`config.mk`:
```
export PLATFORM = sky130hd
export DESIGN_NAME = sd_spi_host_flat
export DESIGN_NICKNAME = d
export VERILOG_FILES = /design/src/rtl/sd_host_pkg.sv /design/src/rtl/sd_spi_host_if.sv /design/src/rtl/sd_crc16_serial.sv /design/src/rtl/sd_spi_host.sv /design/src/flat_wrapper.sv
export SDC_FILE = /design/constraint.sdc
export NUM_CORES = 1
export LEC_CHECK = 0
export ABC_AREA = 0
export CORE_MARGIN = 2
export CORE_UTILIZATION = 25
export CTS_CLUSTER_DIAMETER = 100
export DETAILED_ROUTE_END_ITERATION = 10
export PLACE_DENSITY = 0.41
export SYNTH_ARGS = -nofsm -noshare
export SYNTH_HDL_FRONTEND = slang
export SYNTH_SLANG_ARGS = --single-unit
```
`constraint.sdc`:
```
create_clock -name clk -period 2.3 [get_ports clk]
set_input_delay 0.46 -clock clk [delete_from_list [all_inputs] [get_ports clk]]
set_output_delay 0.46 -clock clk [all_outputs]
set_load 0.02 [all_outputs]
```
`src/rtl/sd_host_pkg.sv`:
```
// Shared types, protocol constants and CRC helpers for the SD SPI host engine.
package sd_host_pkg;

    typedef enum logic [3:0] {
        ST_IDLE,
        ST_CMD,
        ST_WAIT_R1,
        ST_R1,
        ST_WAIT_TOK,
        ST_RD_SHIFT,
        ST_WR_GAP,
        ST_WR_SHIFT,
        ST_WAIT_DR,
        ST_DR,
        ST_BUSY,
        ST_DONE
    } state_e;

    localparam logic [5:0] CMD_READ     = 6'd17;
    localparam logic [5:0] CMD_WRITE    = 6'd24;
    localparam logic [7:0] START_TOKEN  = 8'hFE;
    localparam logic [7:0] DATA_RESP_OK = 8'b0000_0101;

    function automatic logic [6:0] crc7(input logic [39:0] d);
        logic [6:0] c;
        logic       fb;
        c = '0;
        for (int unsigned i = 0; i < 40; i++) begin
            fb = c[6] ^ d[39 - i];
            c  = {c[5:0], 1'b0} ^ (fb ? 7'h09 : 7'h00);
        end
        return c;
    endfunction

    function automatic logic [15:0] crc16_ccitt(input logic [63:0] d);
        logic [15:0] c;
        logic        fb;
        c = '0;
        for (int unsigned i = 0; i < 64; i++) begin
            fb = c[15] ^ d[63 - i];
            c  = {c[14:0], 1'b0} ^ (fb ? 16'h1021 : 16'h0000);
        end
        return c;
    endfunction

endpackage

```
`src/rtl/sd_spi_host_if.sv`:
```
// Request/response and serial lines between the bridge, the host engine and the card.
interface sd_spi_host_if;
    logic        in_valid;
    logic        in_ready;
    logic        in_rw;
    logic [15:0] in_addr;
    logic [63:0] in_data;
    logic        out_valid;
    logic [63:0] out_data;
    logic        out_err;
    logic        MOSI;
    logic        MISO;

    modport master (
        output in_valid, in_rw, in_addr, in_data, MISO,
        input  in_ready, out_valid, out_data, out_err, MOSI
    );

    modport slave (
        input  in_valid, in_rw, in_addr, in_data, MISO,
        output in_ready, out_valid, out_data, out_err, MOSI
    );
endinterface

```
`src/rtl/sd_crc16_serial.sv`:
```
// Bit-serial CRC16-CCITT (poly 0x1021, init 0), one bit per enabled cycle, MSB first.
module sd_crc16_serial (
    input  logic        clk,
    input  logic        rst,
    input  logic        clear,
    input  logic        shift_en,
    input  logic        bit_in,
    output logic [15:0] crc_out
);
    logic [15:0] crc_q, crc_d;

    always_comb begin
        crc_d = crc_q;
        if (clear) begin
            crc_d = '0;
        end else if (shift_en) begin
            crc_d = {crc_q[14:0], 1'b0} ^ ((crc_q[15] ^ bit_in) ? 16'h1021 : 16'h0000);
        end
    end

    always_ff @(posedge clk) begin
        if (rst) crc_q <= '0;
        else     crc_q <= crc_d;
    end

    assign crc_out = crc_q;
endmodule

```
`src/rtl/sd_spi_host.sv`:
```
// SD SPI host engine: one CMD17/CMD24 block transaction per request, with R1,
// token, CRC16, data-response and busy handling plus per-state timeout.
module sd_spi_host
    import sd_host_pkg::*;
#(
    parameter int unsigned WR_IDLE_UNITS = 2,
    parameter int unsigned TIMEOUT_CYC   = 4096
) (
    input  logic           clk,
    input  logic           rst,
    sd_spi_host_if.slave   bus
);
    localparam int unsigned       TW       = $clog2(TIMEOUT_CYC);
    localparam logic [TW-1:0]     TMO_LAST = TW'(TIMEOUT_CYC - 1);
    localparam logic [6:0]        GAP_LAST = 7'(WR_IDLE_UNITS * 8 - 8);

    state_e        state_q, state_d;
    logic          rw_q, rw_d;
    logic [63:0]   data_q, data_d;
    logic [87:0]   tx_q, tx_d;
    logic [78:0]   rx_q, rx_d;
    logic [6:0]    bcnt_q, bcnt_d;
    logic [TW-1:0] tmo_q, tmo_d;
    logic          mosi_q, mosi_d;
    logic          err_q, err_d;
    logic [63:0]   odata_q, odata_d;

    logic          crc_clr, crc_en, crc_bit;
    logic [15:0]   crc_val;
    logic [5:0]    op;
    logic [47:0]   frame;
    logic [79:0]   rx_shift;

    sd_crc16_serial u_crc (
        .clk      (clk),
        .rst      (rst),
        .clear    (crc_clr),
        .shift_en (crc_en),
        .bit_in   (crc_bit),
        .crc_out  (crc_val)
    );

    always_comb begin
        state_d  = state_q;
        rw_d     = rw_q;
        data_d   = data_q;
        tx_d     = tx_q;
        rx_d     = rx_q;
        bcnt_d   = bcnt_q;
        tmo_d    = '0;
        mosi_d   = mosi_q;
        err_d    = err_q;
        odata_d  = odata_q;
        crc_clr  = 1'b0;
        crc_en   = 1'b0;
        crc_bit  = 1'b0;
        op       = bus.in_rw ? CMD_WRITE : CMD_READ;
        frame    = {2'b01, op, 16'h0000, bus.in_addr,
                    crc7({2'b01, op, 16'h0000, bus.in_addr}), 1'b1};
        rx_shift = {rx_q, bus.MISO};

        unique case (state_q)
            ST_IDLE: if (bus.in_valid) begin
                rw_d    = bus.in_rw;
                data_d  = bus.in_data;
                err_d   = 1'b0;
                crc_clr = 1'b1;
                mosi_d  = frame[47];
                tx_d    = {frame[46:0], {41{1'b1}}};
                bcnt_d  = '0;
                state_d = ST_CMD;
            end
            ST_CMD: begin
                if (bcnt_q == 7'd47) begin
                    mosi_d  = 1'b1;
                    state_d = ST_WAIT_R1;
                end else begin
                    mosi_d = tx_q[87];
                    tx_d   = {tx_q[86:0], 1'b1};
                    bcnt_d = bcnt_q + 7'd1;
                end
            end
            ST_WAIT_R1: begin
                if (!bus.MISO) begin
                    bcnt_d  = 7'd1;
                    state_d = ST_R1;
                end else if (tmo_q == TMO_LAST) begin
                    err_d   = 1'b1;
                    state_d = ST_DONE;
                end else begin
                    tmo_d = tmo_q + 1'b1;
                end
            end
            ST_R1: begin
                if (bus.MISO) err_d = 1'b1;
                bcnt_d = bcnt_q + 7'd1;
                if (bcnt_q == 7'd7) begin
                    bcnt_d = '0;
                    rx_d   = '0;
                    if (err_d)     state_d = ST_DONE;
                    else if (rw_q) state_d = ST_WR_GAP;
                    else           state_d = ST_WAIT_TOK;
                end
            end
            ST_WAIT_TOK: begin
                rx_d = rx_shift[78:0];
                if (rx_shift[7:0] == START_TOKEN) begin
                    bcnt_d  = '0;
                    state_d = ST_RD_SHIFT;
                end else if (tmo_q == TMO_LAST) begin
                    err_d   = 1'b1;
                    state_d = ST_DONE;
                end else begin
                    tmo_d = tmo_q + 1'b1;
                end
            end
            ST_RD_SHIFT: begin
                rx_d    = rx_shift[78:0];
                crc_en  = (bcnt_q < 7'd64);
                crc_bit = bus.MISO;
                bcnt_d  = bcnt_q + 7'd1;
                if (bcnt_q == 7'd79) begin
                    odata_d = rx_shift[79:16];
                    err_d   = (rx_shift[15:0] != crc_val);
                    state_d = ST_DONE;
                end
            end
            ST_WR_GAP: begin
                bcnt_d = bcnt_q + 7'd1;
                if (bcnt_q == GAP_LAST) begin
                    mosi_d  = START_TOKEN[7];
                    tx_d    = {START_TOKEN[6:0], data_q, {17{1'b1}}};
                    bcnt_d  = '0;
                    state_d = ST_WR_SHIFT;
                end
            end
            ST_WR_SHIFT: begin
                // Data bits feed the CRC as they go out; CRC is spliced in right after the last one.
                crc_en  = (bcnt_q >= 7'd7) && (bcnt_q <= 7'd70);
                crc_bit = tx_q[87];
                bcnt_d  = bcnt_q + 7'd1;
                if (bcnt_q == 7'd87) begin
                    mosi_d  = 1'b1;
                    bcnt_d  = '0;
                    state_d = ST_WAIT_DR;
                end else if (bcnt_q == 7'd71) begin
                    mosi_d = crc_val[15];
                    tx_d   = {crc_val[14:0], {73{1'b1}}};
                end else begin
                    mosi_d = tx_q[87];
                    tx_d   = {tx_q[86:0], 1'b1};
                end
            end
            ST_WAIT_DR: begin
                if (!bus.MISO) begin
                    rx_d    = rx_shift[78:0];
                    bcnt_d  = 7'd1;
                    state_d = ST_DR;
                end else if (tmo_q == TMO_LAST) begin
                    err_d   = 1'b1;
                    state_d = ST_DONE;
                end else begin
                    tmo_d = tmo_q + 1'b1;
                end
            end
            ST_DR: begin
                rx_d   = rx_shift[78:0];
                bcnt_d = bcnt_q + 7'd1;
                if (bcnt_q == 7'd7) begin
                    if (rx_shift[7:0] == DATA_RESP_OK) begin
                        state_d = ST_BUSY;
                    end else begin
                        err_d   = 1'b1;
                        state_d = ST_DONE;
                    end
                end
            end
            ST_BUSY: begin
                if (bus.MISO) begin
                    state_d = ST_DONE;
                end else if (tmo_q == TMO_LAST) begin
                    err_d   = 1'b1;
                    state_d = ST_DONE;
                end else begin
                    tmo_d = tmo_q + 1'b1;
                end
            end
            ST_DONE: state_d = ST_IDLE;
            default: state_d = ST_IDLE;
        endcase

        // Only a completed read data phase returns data; every other completion reports zero.
        if (state_d == ST_DONE && state_q != ST_RD_SHIFT) odata_d = '0;
    end

    always_ff @(posedge clk) begin
        if (rst) begin
            state_q <= ST_IDLE;
            rw_q    <= 1'b0;
            data_q  <= '0;
            tx_q    <= '0;
            rx_q    <= '0;
            bcnt_q  <= '0;
            tmo_q   <= '0;
            mosi_q  <= 1'b1;
            err_q   <= 1'b0;
            odata_q <= '0;
        end else begin
            state_q <= state_d;
            rw_q    <= rw_d;
            data_q  <= data_d;
            tx_q    <= tx_d;
            rx_q    <= rx_d;
            bcnt_q  <= bcnt_d;
            tmo_q   <= tmo_d;
            mosi_q  <= mosi_d;
            err_q   <= err_d;
            odata_q <= odata_d;
        end
    end

    assign bus.in_ready  = (state_q == ST_IDLE);
    assign bus.out_valid = (state_q == ST_DONE);
    assign bus.out_err   = (state_q == ST_DONE) & err_q;
    assign bus.out_data  = odata_q;
    assign bus.MOSI      = mosi_q;
endmodule
```
`src/flat_wrapper.sv`:
```
// flat-port wrapper written by rule: the top's interface ports become plain ports
module sd_spi_host_flat import sd_host_pkg::*;
#(
    parameter int unsigned WR_IDLE_UNITS = 2,
    parameter int unsigned TIMEOUT_CYC   = 4096
)
  (clk, rst, bus_in_valid, bus_in_rw, bus_in_addr, bus_in_data, bus_MISO, bus_in_ready, bus_out_valid, bus_out_data, bus_out_err, bus_MOSI);
  sd_spi_host_if bus_i ();
  input  logic clk;
  input  logic rst;
  input wire logic [$bits(bus_i.in_valid)-1:0] bus_in_valid;
  input wire logic [$bits(bus_i.in_rw)-1:0] bus_in_rw;
  input wire logic [$bits(bus_i.in_addr)-1:0] bus_in_addr;
  input wire logic [$bits(bus_i.in_data)-1:0] bus_in_data;
  input wire logic [$bits(bus_i.MISO)-1:0] bus_MISO;
  output wire logic [$bits(bus_i.in_ready)-1:0] bus_in_ready;
  output wire logic [$bits(bus_i.out_valid)-1:0] bus_out_valid;
  output wire logic [$bits(bus_i.out_data)-1:0] bus_out_data;
  output wire logic [$bits(bus_i.out_err)-1:0] bus_out_err;
  output wire logic [$bits(bus_i.MOSI)-1:0] bus_MOSI;
  assign bus_i.in_valid = bus_in_valid;
  assign bus_i.in_rw = bus_in_rw;
  assign bus_i.in_addr = bus_in_addr;
  assign bus_i.in_data = bus_in_data;
  assign bus_i.MISO = bus_MISO;
  assign bus_in_ready = bus_i.in_ready;
  assign bus_out_valid = bus_i.out_valid;
  assign bus_out_data = bus_i.out_data;
  assign bus_out_err = bus_i.out_err;
  assign bus_MOSI = bus_i.MOSI;
  sd_spi_host #(.WR_IDLE_UNITS(WR_IDLE_UNITS), .TIMEOUT_CYC(TIMEOUT_CYC)) u_core (.clk(clk), .rst(rst), .bus(bus_i));
endmodule
```
==> results by group, run 1 <==
Logic synthesis
  – Post-synth ARST share: 0
  – Synth Cell Area: 0.0142 mm2
  – Most used DFF post-synth: dfxtp_1
  – Synthesized instance count: ~1700
  – Register area share after synthesis: 0.475
  – Post-Syn Nets: roughly 1700
  – Netlist cell types: 74
  – EDFF count, synth: 0
  – Yosys warns: 0
  – Average size of a mapped cell: 8.56 um2
  – Seq cells post-synth: 337

CTS
  – Reg clk slew, reported paths: about 60 ps
  – Sinks on Clock Net: around 340
  – Hold_buf cts: 0
  – Clock Tree Buf Depth: 3
  – Clock Latency Late Sink: 570 ps
  – H-tree Lvls: 2
  – CTS root buf: clkbuf_16
  – CTS Buf Count: 42
  – TritonCTS clock tree: yes

Finish
  – Final Cell Area: roughly 0.021 mm2
  – Nets: 2012
  – Syn-to-layout area delta: 51.0%
  – Filler cell count: 5688
  – Number of diodes: 0
  – Post-Layout Cell Count: between 2000 and 3000
  – Fraction of layout cells with a size suffix above 1: 0.292
  – Most common cell after layout, fill and taps aside: dfxtp_1
  – Commonest non-fill, non-tap cells in the layout: 329 x dfxtp_1, 250 x nand2_1, 158 x a21oi_1

Setup path
  – Worst Path Required: around 2800 ps
  – Crit path DAT: 3060 ps
  – Startpoint class of the critical path: flop
  – Critical path capture point type: flop
  – Reg-to-reg critical path startpoint: u_core.state_q[2]$_SDFF_PP0_
  – Max FO, Critical Path: 8
  – R2R cell count: 11
  – CP Cell Sequence: buf_6, buf_4, or3_1, and3_1, a221o_1, nor4b_4, o41ai_4, buf_4, buf_6, clkbuf_16, nor2_2
  – Stages on the worst setup path: 11
  – CP startpoint: u_core.state_q[2]$_SDFF_PP0_
  – Worst R2R Setup Slack: -250 ps
  – Crit Path Category: flop to flop
  – End point of the critical path: u_core.bus.out_data[6]$_SDFFE_PP0P_
  – Slowest CP cell: a221o_1
  – FF-to-FF End: u_core.bus.out_data[6]$_SDFFE_PP0P_
  – Worst Path Buf+Inv: 5
  – Worst stage delay on the critical path: roughly 360 ps
  – Cell family with the largest share of critical-path delay: simple AND/OR/NAND/NOR gates

Timing
  – Final max-slew violation count: 0
  – Final setup violation count: roughly 140
  – RSZ-0062 raised after global routing: true
  – Minimum clock period: roughly 2500 ps
  – Final WS setup: -247 ps
  – Max_slew headroom: 0.501
  – Achievable Freq: roughly 0.39 GHz
  – Worst Skew: 24.5 ps
  – Final Cycle Share: 1.11
  – Hold slack final: 445 ps
  – Slew @ Worst Pin: 749 ps
  – Final Hold Fails: 0

Power and ir drop
  – Pwr/cell area: 677 mW/mm2
  – Peak VDD IR: 0.450 mV
  – Pleak: 7.70 nW

Die
  – Die X-Extent: ~240 um
  – Die Height: 242 um
  – Core region area: between 0.05 and 0.06 mm2
  – Site row count: 87
  – Initial Util: 0.252
  – Die area: 0.0588 mm2
  – I/O pin count: 153

Detailed routing
  – Routed WL: 44000 um
  – Pre-antenna DRT Iters: 5
  – DRT antenna net count: 0
  – Via Count: about 13000
  – Post-route DRC: 0
  – Iter 0 DRT Violations: around 600
  – Mean routed wirelength per cell: about 16 um
  – Routed vias/inst: about 4.7

Place
  – Detail Placement HPWL: 26700 um
  – Cell Area, Placed: between 0.015 and 0.02 mm2
  – Placed insts: 2572
  – GP Congestion: between 0.8 and 0.9
  – Buffers added on ports: ~150

Status
  – Failing checks: negative setup slack
  – Status: finished, violations left

GRT
  – Largest net degree at the start of global routing: 140
  – Grt ovf: 0
  – Global-route wire length before repair: 68700 um
  – Global-route usage over all layers: 0.142
  – Number of global-route vias before repair: ~13000
  – Initial antenna violation count: 0

Min path
  – Min-Delay Path Class: primary input to flop
  – Worst Hold Depth: 3

Job
  – Maxcap violations: 0
[flip-flops by register name, indices dropped and copies added, names as in the netlist]
name	flops
u_core.rw_q	1
u_core.rx_q	79
u_core.err_q	1
u_core.bcnt_q	7
u_core.data_q	64
u_core.u_crc.crc_out	16
u_core.bus.out_data	64
u_core.state_q	4
u_core.tmo_q	12
u_core.tx_q	88
u_core.bus.MOSI	1
[cell families after synthesis]
family | count (synthesis) | synth area share
and+or+nand+nor | 713 | 0.239
DFF | 337 | 0.475
AOI/OAI and AO/OA | 322 | 0.148
buffers and inverters | 146 | 0.0428
muxes | 81 | 0.0572
xor gates and xnor gates | 57 | 0.0351
adders and majority gates | 3 | 0.00264
[stage by stage]
step	util	power [mW]	TNS (ps)	setup WS, ps
after global routing	0.381	15.1	-31260	-324
after CTS	0.359	14.4	-22430	-226
after global placement	0.312	7.49	-44090	-576
final	0.381	14.5	-18690	-247
after floorplan	-	6.95	-2720	-45.3
after detailed placement	0.312	7.50	-48990	-631
[power by group]
group / internal, mW / switching (mW) / total [mW]
clock network: 3.82 / 2.63 / 6.44
registers: 6.05 / 0.188 / 6.23
logic: 0.924 / 0.914 / 1.84
[worst min-delay path by stage]
stage                                    from                        endpoint  slack, ps
3_5_place_dp   u_core.data_q[26]$_SDFFE_PP0P_  u_core.data_q[26]$_SDFFE_PP0P_        450
4_1_cts                       bus_in_data[62]  u_core.data_q[62]$_SDFFE_PP0P_        420
6_report                      bus_in_data[37]  u_core.data_q[37]$_SDFFE_PP0P_        440
2_1_floorplan    u_core.rx_q[78]$_SDFFE_PP0P_    u_core.rx_q[78]$_SDFFE_PP0P_        430
5_1_grt                       bus_in_data[43]  u_core.data_q[43]$_SDFFE_PP0P_        450
3_3_place_gp   u_core.data_q[25]$_SDFFE_PP0P_  u_core.data_q[25]$_SDFFE_PP0P_        440
[synth_stat cells, drive strengths merged, types with 5 or more instances]
| library cell | count | share of area |
|---|---|---|
| a2111oi | 8 | 0.0055 |
| a21oi | 163 | 0.057 |
| a221o | 9 | 0.0063 |
| a221oi | 49 | 0.030 |
| a22oi | 15 | 0.0079 |
| a311oi | 7 | 0.0048 |
| a31oi | 7 | 0.0031 |
| a41oi | 8 | 0.0049 |
| and3 | 17 | 0.0075 |
| buf | 26 | 0.011 |
| clkbuf | 112 | 0.030 |
| dfxtp | 337 | 0.47 |
| inv | 7 | 0.0018 |
| mux2i | 80 | 0.056 |
| nand2 | 260 | 0.069 |
| nand3 | 106 | 0.037 |
| nand4 | 8 | 0.0035 |
| nor2 | 192 | 0.061 |
| nor2b | 13 | 0.0057 |
| nor3 | 65 | 0.023 |
| nor4 | 10 | 0.0053 |
| o21a | 9 | 0.0048 |
| o21ai | 23 | 0.0081 |
| or3 | 5 | 0.0026 |
| xnor2 | 28 | 0.017 |
| xor2 | 29 | 0.018 |
[per-layer routing]
layer	global-route usage	vias to the layer above	wire length, um
li1	-	6378	-
met4	0.0399	0	886
met5	0	-	0
met1	0.191	6192	20800
met3	0.0239	58	1690
met2	0.232	230	20600
[worst reg2reg max path: cells and delay by family, from the launching register on]
kind / cells / cell delay, ps
compound gates: 2 / 480
buf+inv: 5 / 740
simple gates: 4 / 960
flops: 1 / 320
[area by class of cell]
cell class	count	area (um2)	area share
multi-input combinational	1176	8390	0.391
sequential	337	6760	0.315
timing repair buffer	359	3970	0.185
clock buffer	61	1220	0.0570
tap	756	946	0.0441
clock inverter	15	131	0.00612
inverter	8	30.0	0.00140
[repair_timing]
item                       in CTS  in global routing
setup buffers                  29                 30
setup endpoints to repair     151                194
gates resized for setup       133                234
pin swaps                      26                109
gates cloned                   15                  7
(Power assumes the default switching activity.)
==> run 2: changes to the inputs <==
--- a/config.mk
+++ b/config.mk
@@ -11,6 +11,7 @@
 export CTS_CLUSTER_DIAMETER = 100
 export DETAILED_ROUTE_END_ITERATION = 10
 export PLACE_DENSITY = 0.41
+export SETUP_SLACK_MARGIN = 0.1
 export SYNTH_ARGS = -nofsm -noshare
 export SYNTH_HDL_FRONTEND = slang
 export SYNTH_SLANG_ARGS = --single-unit
==> run 2 against run 1 <==
  * The flow still finishes with violations (negative setup slack)
  * Critical path depth up 1
  * Via count down 0.37%
  * Wire length grew 1.2%
  * Final area grew 0.39%
  * Critical endpoint is now u_core.tx_q[12]$_SDFFE_PP0P_
==> results by group, run 2 (synthesis gave the netlist of run 1 again) <==
GRT
  – Initial antenna violation count: 1 (+1)
  – Largest net degree at the start of global routing: 77 (-45%)
  – Number of global-route vias before repair: 12771 (+1.1%)
  – Global-route wire length before repair: 70600 um (+2.8%)
  – Global-route usage over all layers: 0.146 (+0.00377)
  – Grt ovf: 0 (unchanged)

Place
  – Cell Area, Placed: 0.0178 mm2 (+1.4%)
  – Buffers added on ports: 152 (unchanged)
  – Setup Slack @ Placement: -527 ps (+104 ps)
  – Detail Placement HPWL: 27900 um (+4.4%)
  – GP Congestion: 0.843 (about the same)

Setup path
  – Startpoint class of the critical path: flop
  – Crit path DAT: 3010 ps (-50 ps)
  – Crit Path Category: flop to flop
  – Worst Path Required: 2730 ps (-80 ps)
  – Critical path capture point type: flop
  – CP startpoint: u_core.state_q[1]$_SDFF_PP0_
  – Reg-to-reg critical path startpoint: u_core.state_q[1]$_SDFF_PP0_
  – Max FO, Critical Path: 5 (-3)

Min path
  – Min-Delay Path Class: primary input to flop
  – Hold_sp: rst

Timing
  – Final Hold Fails: 0 (unchanged)
  – RSZ-0062 raised after global routing: true
  – Max_slew headroom: 0.539 (+0.0385)
  – Worst Skew: 30.2 ps (+5.68 ps)
  – Final WS setup: -285 ps (-37.8 ps)
  – Minimum clock period: 2580 ps (+37.8 ps)
  – Setup TNS: -21330 ps (-2640 ps)
  – Final setup violation count: 146 (+2.1%)
  – Slew @ Worst Pin: 691 ps (-57.8 ps)
  – Final Cycle Share: 1.12 (+0.0164)
  – Achievable Freq: 0.387 GHz (-1.5%)
  – Final max-slew violation count: 0 (unchanged)

Detailed routing
  – M1 wire length: 21500 um (+3.3%)
  – Pre-antenna DRT Iters: 5 (unchanged)
  – Routed wl met2: 20300 um (-1.7%)
  – Iter 0 DRT Violations: 693 (+18%)
  – Via Count: 12811 (-0.37%)
  – Post-route DRC: 0 (unchanged)
  – Met3 routed WL: 1590 um (-5.5%)
  – DRT antenna net count: 0 (unchanged)
  – DR top layer: met5
  – Mean routed wirelength per cell: 16.4 um (+0.78%)
  – Routed vias/inst: 4.71 (-0.73%)
  – Routed WL: 44500 um (+1.2%)

CTS
  – Clock Tree Buf Depth: 3 (unchanged)
  – Hold_buf cts: 0 (unchanged)
  – CTS root buf: clkbuf_16
  – H-tree Lvls: 2 (unchanged)
  – Clock Latency Late Sink: 570 ps (about the same)
  – TritonCTS clock tree: yes
  – CTS Buf Count: 40 (-4.8%)
  – Sinks on Clock Net: 337 (unchanged)
  – Reg clk slew, reported paths: 60 ps (about the same)

Die
  – I/O pin count: 153 (unchanged)
  – Site row count: 87 (unchanged)
  – Die X-Extent: 242 um (unchanged)
  – Core region area: 0.0563 mm2 (unchanged)
  – Initial Util: 0.252 (unchanged)
  – Die Height: 242 um (unchanged)
  – Die area: 0.0588 mm2 (unchanged)

Power and ir drop
  – Peak VDD IR: 0.442 mV (-1.6%)
  – Pleak: 7.72 nW (+0.24%)
  – PnR Total Power: 14.7 mW (+1.5%)
  – Pwr/cell area: 684 mW/mm2 (+1.2%)

Finish
  – Fraction of layout cells with a size suffix above 1: 0.293 (+0.00157)
  – Syn-to-layout area delta: 51.6%
  – Max reg flops: 88 (unchanged)
  – Final core utilization: 0.383 (+0.00149)
  – Commonest non-fill, non-tap cells in the layout: 329 x dfxtp_1, 249 x nand2_1, 160 x a21oi_1
  – Most common cell after layout, fill and taps aside: dfxtp_1
  – Top reg by flops: u_core.tx_q
  – Filler cell count: 5663 (-0.44%)
  – Number of diodes: 0 (unchanged)
  – Final Cell Area: 0.0215 mm2 (+0.39%)
  – Largest registers: u_core.tx_q: 88 flops, u_core.rx_q: 79 flops
  – Nets: 2027 (+0.75%)

Job
  – Maxcap violations: 0 (unchanged)

Status
  – Status: finished, violations left
  – Failing checks: negative setup slack
-- run 2: cell count changes in the layout (fill, tap and decap cells not counted), moves of 4 or more --
| cell | before | now |
|---|---|---|
| nor2_1 | 94 | 100 |
| buf_12 | 34 | 38 |
| nor3_2 | 38 | 30 |
| clkbuf_16 | 50 | 45 |
| nand2_2 | 1 | 5 |
| nor3_4 | 8 | 14 |
| nor2_4 | 40 | 20 |
| bufinv_16 | 1 | 6 |
| buf_4 | 119 | 131 |
| nor2_2 | 58 | 72 |
-- run 2: critical path, stage by stage, from the launching register on --
cell     delay [ps]
dfxtp_4         360
buf_6           120
buf_6           110
nor2b_4         120
or3_4           390
buf_6           140
buf_6           110
a311o_2         430
buf_12          170
buf_12          120
buf_16          130
nor3_2          170
nor3_2           60
-- run 2: what timing repair did --
action,4_1_cts,5_1_grt
pin swaps,40,104
setup buffers,27,21
gates cloned,16,5
endpoints found under the hold margin,0,0
resized for setup,137,220
endpoints found under the setup margin,179,190
-- run 2: layout make-up --
| class | count | area [um2] | share of cell area |
|---|---|---|---|
| clock inverters | 14 | 250 | 0.0116 |
| well taps | 756 | 946 | 0.0439 |
| flip-flops and latches | 337 | 6760 | 0.314 |
| clock buffers | 55 | 1120 | 0.0519 |
| inverters | 8 | 30.0 | 0.00139 |
| multi-input cells | 1177 | 8340 | 0.387 |
| repair buffers | 375 | 4090 | 0.190 |
-- run 2: per-layer routing --
layer | GRT usage | vias to the layer above
met1 | 0.201 | 6106
met3 | 0.0267 | 69
li1 | - | 6408
met5 | 0 | -
met4 | 0.0527 | 2
met2 | 0.226 | 226
-- run 2: report_power, final --
part           switching, mW  internal (mW)
sequential             0.191           6.04
clock                   2.55           4.08
combinational          0.916          0.951
-- run 2: path summary, 6_finish.rpt --
kind / cells after the start / slack (ps) / endpoint
worst min-delay path: 3 / 430 / u_core.data_q[24]$_SDFFE_PP0P_
worst max register to register: 12 / -280 / u_core.tx_q[12]$_SDFFE_PP0P_
worst max-delay path: 12 / -280 / u_core.tx_q[12]$_SDFFE_PP0P_
worst min register to register: 2 / 460 / u_core.data_q[57]$_SDFFE_PP0P_
-- run 2: per-stage QoR --
stage               hold WS (ps)  instances
finish                       428       2722
global route                 441       2722
CTS                          397       2706
detailed placement           447       2594
global placement             443       2594
floorplan                    432       1659
